## src/rtl/eth_pkg.sv

```systemverilog
// Shared Ethernet definitions: CRC-32 constants, FCS stage state encoding.
package eth_pkg;

    typedef logic [31:0] crc32_t;

    localparam crc32_t      CRC32_POLY_REFLECTED = 32'hEDB8_8320;
    localparam crc32_t      CRC32_INIT           = 32'hFFFF_FFFF;
    localparam int unsigned ETH_MIN_FRAME_BYTES  = 60;

    typedef enum logic [1:0] {
        FCS_PASS,
        FCS_PAD,
        FCS_EMIT
    } fcs_state_t;

endpackage

```

## src/rtl/eth_crc32_d8.sv

```systemverilog
// One-byte update of the reflected IEEE 802.3 CRC-32 (LSB-first), purely combinational.
module eth_crc32_d8
    import eth_pkg::*;
(
    input  crc32_t      crc_in,
    input  logic [7:0]  data,
    output crc32_t      crc_out
);

    crc32_t crc_work;

    // Fold the byte into the low bits, then shift out eight bits through the polynomial.
    always_comb begin
        crc_work = crc_in ^ {24'h0, data};
        for (int i = 0; i < 8; i++) begin
            if (crc_work[0]) begin
                crc_work = (crc_work >> 1) ^ CRC32_POLY_REFLECTED;
            end else begin
                crc_work = crc_work >> 1;
            end
        end
        crc_out = crc_work;
    end

endmodule

```

## src/rtl/axis_fcs_append.sv

```systemverilog
// Byte-wide AXI-Stream TX stage: passes the frame through and appends the CRC-32 FCS.
// Optional zero-padding of short frames is compiled in with AXIS_FCS_APPEND_PAD_EN.
module axis_fcs_append
    import eth_pkg::*;
#(
    parameter int unsigned USER_WIDTH      = 1,
    parameter int unsigned MIN_FRAME_BYTES = ETH_MIN_FRAME_BYTES
) (
    input  logic                  clock,
    input  logic                  reset,
    input  logic [7:0]            s_tdata,
    input  logic                  s_tvalid,
    output logic                  s_tready,
    input  logic                  s_tlast,
    input  logic [USER_WIDTH-1:0] s_tuser,
    output logic [7:0]            m_tdata,
    output logic                  m_tvalid,
    input  logic                  m_tready,
    output logic                  m_tlast,
    output logic [USER_WIDTH-1:0] m_tuser
);

    fcs_state_t            state_q, state_d;
    crc32_t                crc_q, crc_d, crc_upd;
    logic [1:0]            fcs_idx_q, fcs_idx_d;
    logic [USER_WIDTH-1:0] user_q, user_d;
    logic [7:0]            crc_data;

`ifdef AXIS_FCS_APPEND_PAD_EN
    localparam int unsigned         CNT_W        = $clog2(MIN_FRAME_BYTES + 1);
    localparam logic [CNT_W-1:0]    CNT_MAX      = CNT_W'(MIN_FRAME_BYTES);
    localparam logic [CNT_W-1:0]    CNT_LAST_PAD = CNT_W'(MIN_FRAME_BYTES - 1);

    logic [CNT_W-1:0] byte_cnt_q, byte_cnt_d;
`else
    logic unused_min_frame;
    assign unused_min_frame = (MIN_FRAME_BYTES != 0);
`endif

    // Payload bytes feed the CRC in PASS; pad bytes are zero.
    assign crc_data = (state_q == FCS_PASS) ? s_tdata : 8'h00;

    eth_crc32_d8 u_crc (
        .crc_in  (crc_q),
        .data    (crc_data),
        .crc_out (crc_upd)
    );

    // State and datapath registers.
    always_ff @(posedge clock) begin
        if (reset) begin
            state_q    <= FCS_PASS;
            crc_q      <= CRC32_INIT;
            fcs_idx_q  <= 2'd0;
            user_q     <= '0;
`ifdef AXIS_FCS_APPEND_PAD_EN
            byte_cnt_q <= '0;
`endif
        end else begin
            state_q    <= state_d;
            crc_q      <= crc_d;
            fcs_idx_q  <= fcs_idx_d;
            user_q     <= user_d;
`ifdef AXIS_FCS_APPEND_PAD_EN
            byte_cnt_q <= byte_cnt_d;
`endif
        end
    end

    // Next-state and stream outputs; everything is quiet while reset is high.
    always_comb begin
        state_d    = state_q;
        crc_d      = crc_q;
        fcs_idx_d  = fcs_idx_q;
        user_d     = user_q;
`ifdef AXIS_FCS_APPEND_PAD_EN
        byte_cnt_d = byte_cnt_q;
`endif
        s_tready   = 1'b0;
        m_tvalid   = 1'b0;
        m_tdata    = 8'h00;
        m_tlast    = 1'b0;
        m_tuser    = '0;

        if (!reset) begin
            case (state_q)
                FCS_PASS: begin
                    s_tready = m_tready;
                    m_tvalid = s_tvalid;
                    m_tdata  = s_tdata;
                    m_tuser  = s_tuser;
                    if (s_tvalid && m_tready) begin
                        crc_d  = crc_upd;
                        user_d = s_tuser;
`ifdef AXIS_FCS_APPEND_PAD_EN
                        if (byte_cnt_q != CNT_MAX) begin
                            byte_cnt_d = byte_cnt_q + CNT_W'(1);
                        end
                        if (s_tlast) begin
                            state_d = (byte_cnt_q < CNT_LAST_PAD) ? FCS_PAD : FCS_EMIT;
                        end
`else
                        if (s_tlast) begin
                            state_d = FCS_EMIT;
                        end
`endif
                    end
                end
`ifdef AXIS_FCS_APPEND_PAD_EN
                FCS_PAD: begin
                    m_tvalid = 1'b1;
                    m_tuser  = user_q;
                    if (m_tready) begin
                        crc_d      = crc_upd;
                        byte_cnt_d = byte_cnt_q + CNT_W'(1);
                        if (byte_cnt_q == CNT_LAST_PAD) begin
                            state_d = FCS_EMIT;
                        end
                    end
                end
`endif
                FCS_EMIT: begin
                    m_tvalid = 1'b1;
                    m_tdata  = ~crc_q[{fcs_idx_q, 3'b000} +: 8];
                    m_tuser  = user_q;
                    m_tlast  = (fcs_idx_q == 2'd3);
                    if (m_tready) begin
                        if (fcs_idx_q == 2'd3) begin
                            state_d    = FCS_PASS;
                            crc_d      = CRC32_INIT;
                            fcs_idx_d  = 2'd0;
`ifdef AXIS_FCS_APPEND_PAD_EN
                            byte_cnt_d = '0;
`endif
                        end else begin
                            fcs_idx_d = fcs_idx_q + 2'd1;
                        end
                    end
                end
                default: begin
                    state_d = FCS_PASS;
                end
            endcase
        end
    end

endmodule
```

## config.mk

```make
export PLATFORM = sky130hd
export DESIGN_NAME = axis_fcs_append
export DESIGN_NICKNAME = d
export VERILOG_FILES = /design/src/rtl/eth_pkg.sv /design/src/rtl/eth_crc32_d8.sv /design/src/rtl/axis_fcs_append.sv
export SDC_FILE = /design/constraint.sdc
export NUM_CORES = 1
export LEC_CHECK = 0
export BUFFER_PORTS_ARGS = -buffer_cell sky130_fd_sc_hd__buf_4
export CAP_MARGIN = 20
export CELL_PAD_IN_SITES_DETAIL_PLACEMENT = 0
export CELL_PAD_IN_SITES_GLOBAL_PLACEMENT = 1
export CORE_MARGIN = 2
export CORE_UTILIZATION = 49
export CTS_BUF_LIST = sky130_fd_sc_hd__clkbuf_4
export DETAILED_ROUTE_END_ITERATION = 10
export GPL_TIMING_DRIVEN = 1
export PLACE_DENSITY = 0.9
export SETUP_SLACK_MARGIN = 0.02
export SYNTH_ARGS = -nofsm -noshare
export SYNTH_HDL_FRONTEND = slang
export SYNTH_SLANG_ARGS = --single-unit
```

## constraint.sdc

```tcl
create_clock -name clock -period 2.5 [get_ports clock]
set_input_delay 0.375 -clock clock [delete_from_list [all_inputs] [get_ports clock]]
set_output_delay 0.375 -clock clock [all_outputs]
set_load 0.02 [all_outputs]
```

==> flow_summary.toml <==
[outcome]
outcome = "complete, no violations"

[synth]
synth_async_sr_flop_share_pct = 0
synth_cell_type_count = 40
synth.area.mux_share_pct = 7.08
syn-mean-instance-area_sq_um = 10.4
synth_simple_gate_area_share_pct = 14.9
synth_adder_area_share_pct = 0.448
net_count_after_synthesis = 284
cell_area_after_synthesis_sq_mm = 0.00279
seq_total_area_yosys_pct = 25.8
ys_dominant_reg_cell = "dfxtp_1"
post_synth_xor_area_fraction_pct = 37.2
synth_compound_gate_area_share_pct = 10.1
synth_edf_count = 0
dominant_combinational_cell_family_by_area_after_synthesis = "XOR/XNOR gates"
post_synth_inst_count = 269
ys_seq_elements = 36
yosys_warnings = 0

[drt]
vias_per_cell = 5.62
maxUsedRoutingLayer = "met4"
wirelength_um = 6230
met2_wirelength_um = 3000
initialDrtViolationCount = 175
route.detailed.drc = 0
wirelength_met1_um = 2760
drt-pass1-iter-count = 4
met3_wirelength_um = 371
route.detailed.wl_per_inst_um = 17.2
antenna_violating_nets_post_route = 0
num_vias = 2040

[global_routing]
pin_count_of_the_biggest_net_entering_global_routing = 50
grt_first_pass_wirelength_um = 9820
grt_overflow_total = 0
grt.total_usage_pct = 20.5
grt_antenna_before_repair = 0
vias_in_the_first_global_route = 1896

[clocking]
cts_inserted_buffers = 5
h-tree-depth = 2
clock_path_buffers = 2
cts_tree = "done"
worstSkewPairLatency_ns = 0.35
clock-sinks = 36
clockRootBuffer = "clkbuf_4"
cts_setup_buffers = 0
cts.reportedPaths.clkPinSlew_ns = 0.12

[layout]
antenna_cells = 0
final_layout_size_suffix_gt1_share_pct = 22.0
syn_to_final_growth_pct = 10.3
final_core_util_pct = 56.0
layout_common_cells = "39 x xnor2_1, 35 x dfxtp_1, 32 x buf_4"
post_layout_instance_count_excluding_filler_cells = 363
finish.net_count = 305
design_area_sq_mm = 0.00308
layout.cells.most_common = "xnor2_1"

[floorplanning]
core_area_sq_mm = 0.00551
floorplan.die_area_sq_mm = 0.00632
die_w_um = 79.5
initial_core_util_pct = 50.7
die_height_um = 79.5
rows = 27
boundaryPins = 26

[critical_path]
critical_path_buf_inv_count = 2
worst_ep_required_time_ns = 2.12
setup.worst_path.class = "flop to output port"
worst_setup_path_startpoint = "fcs_idx_q[1]$_SDFFE_PP0P_"
path_max_fanout = 6
rrSetupSlack_ns = 0.30
sequence_of_cells_on_the_critical_path = "buf_12 > mux4_1 > a211oi_1 > buf_4"
critPathMaxStageDelay_ns = 0.55
cp_data_arrival_time_ns = 1.99
timing.rr.start = "state_q[1]$_SDFFE_PP0P_"
setup.worst_path.start_class = "flop"
cp-end-kind = "output port"
critPathSlowestCell = "mux4_1"
path_delay_family = "multiplexers"

[timing]
achievable-frequency_mhz = 424
final_period_minus_worst_setup_slack_ns = 2.36
period_share_pct = 94.4
summed_negative_setup_slack_over_all_endpoints_ns = 0
final_hold_viol_count = 0
slew_violations = 0
slew_headroom_pct = 46.2
setup_viol = 0
timing_worst_slew_pin_value_ns = 0.803
grt_setup_unrepaired = "no"
finClkSkew_ns = 0.0131

[placement]
final_replace_weighted_congestion = 0.815
cell_count_after_placement = 355
placement.io_buffers = 25
dpl_cell_area_sq_mm = 0.00302
place.detailed.hpwl_um = 4410

[power_and_ir_drop]
leakagePower_nw = 1.22
vdd_ir_drop_max_uv = 316
power_density_mw_per_mm2 = 815
post-layout-total-power_mw = 2.51

[worst_hold_path]
min_path_type = "primary input to flop"
hold_path_startpoint = "s_tuser"

[run]
cap_viol_max_count = 0
-- per-stage QoR --
stage / hold slack [ns] / setup WS (ns)
6_report: 0.259 / 0.140
5_1_grt: 0.249 / 0.0726
4_1_cts: 0.253 / 0.119
3_5_place_dp: 0.454 / 0.262
3_3_place_gp: 0.443 / 0.309
2_1_floorplan: 0.436 / 0.205
-- kinds of logic after synthesis --
group	count (synthesis)
buffers and inverters	21
flip-flops	36
adder cells (fa/ha/maj)	1
multiplexers	9
AND/OR/NAND/NOR	79
XOR/XNOR	78
AO/OA/AOI/OAI	45
-- area by class of cell --
class	count	area (sq um)
tap	72	90.1
sequential	36	722
timing repair buffer	33	260
clock inverter	1	3.75
multi-input combinational	212	1950
fill	499	2420
clock buffer	7	52.6
inverter	2	7.51
-- report_power, final --
part	switching [mW]	total [mW]	internal, mW
sequential	0.110	0.773	0.664
combinational	0.585	1.40	0.818
clock	0.205	0.335	0.130
-- metal layers --
metal,global-route usage [%],vias up
met1,28.0,995
met4,6.72,0
met5,0,-
li1,-,965
met2,33.0,71
met3,3.62,9
-- timing repair --
| item | in CTS | in global routing |
|---|---|---|
| endpoints found under the setup margin | 1 | 0 |
| gates resized for setup | 1 | 0 |
| hold buffers | 0 | 0 |
-- cell usage after synthesis, types with 3 or more instances --
master    instances  area share, %
xnor2_4           3            3.0
nor2_1           26            3.5
o22ai_1          21            4.7
nor3_1            7            1.3
a21oi_1          10            1.8
nand2_1           7           0.94
nand2b_1         22            4.9
dfxtp_1          36             26
mux4_2            6            4.8
xnor3_1          13             10
clkbuf_8          3            1.5
or2_1             5            1.1
xnor2_2           6            3.5
nor2b_1           3           0.67
a211oi_1          8            2.2
xor2_2            4            2.3
xor2_1           10            3.1
xnor2_1          39             12
clkbuf_1         12            1.6
-- registers in the layout, summed over array words and instances, names as in the netlist --
signal and count:
crc_q 32, fcs_idx_q 2, state_q 1, user_q 1
-- final timing paths --
check,end,cells after the start
max,m_tdata[0],4
max reg2reg,crc_q[20]$_SDFFE_PP1P_,7
min reg2reg,user_q$_SDFFE_PP0P_,2
min,user_q$_SDFFE_PP0P_,3
-- worst reg2reg max path, cell delays in order (launching register included) --
cell     delay (ns)
dfxtp_1        0.55
buf_4          0.21
nor2b_1        0.07
xnor2_2        0.30
xnor3_2        0.36
xor2_2         0.28
xor2_1         0.19
a21oi_1        0.09
No activity file was read; power rests on OpenSTA's default activity.
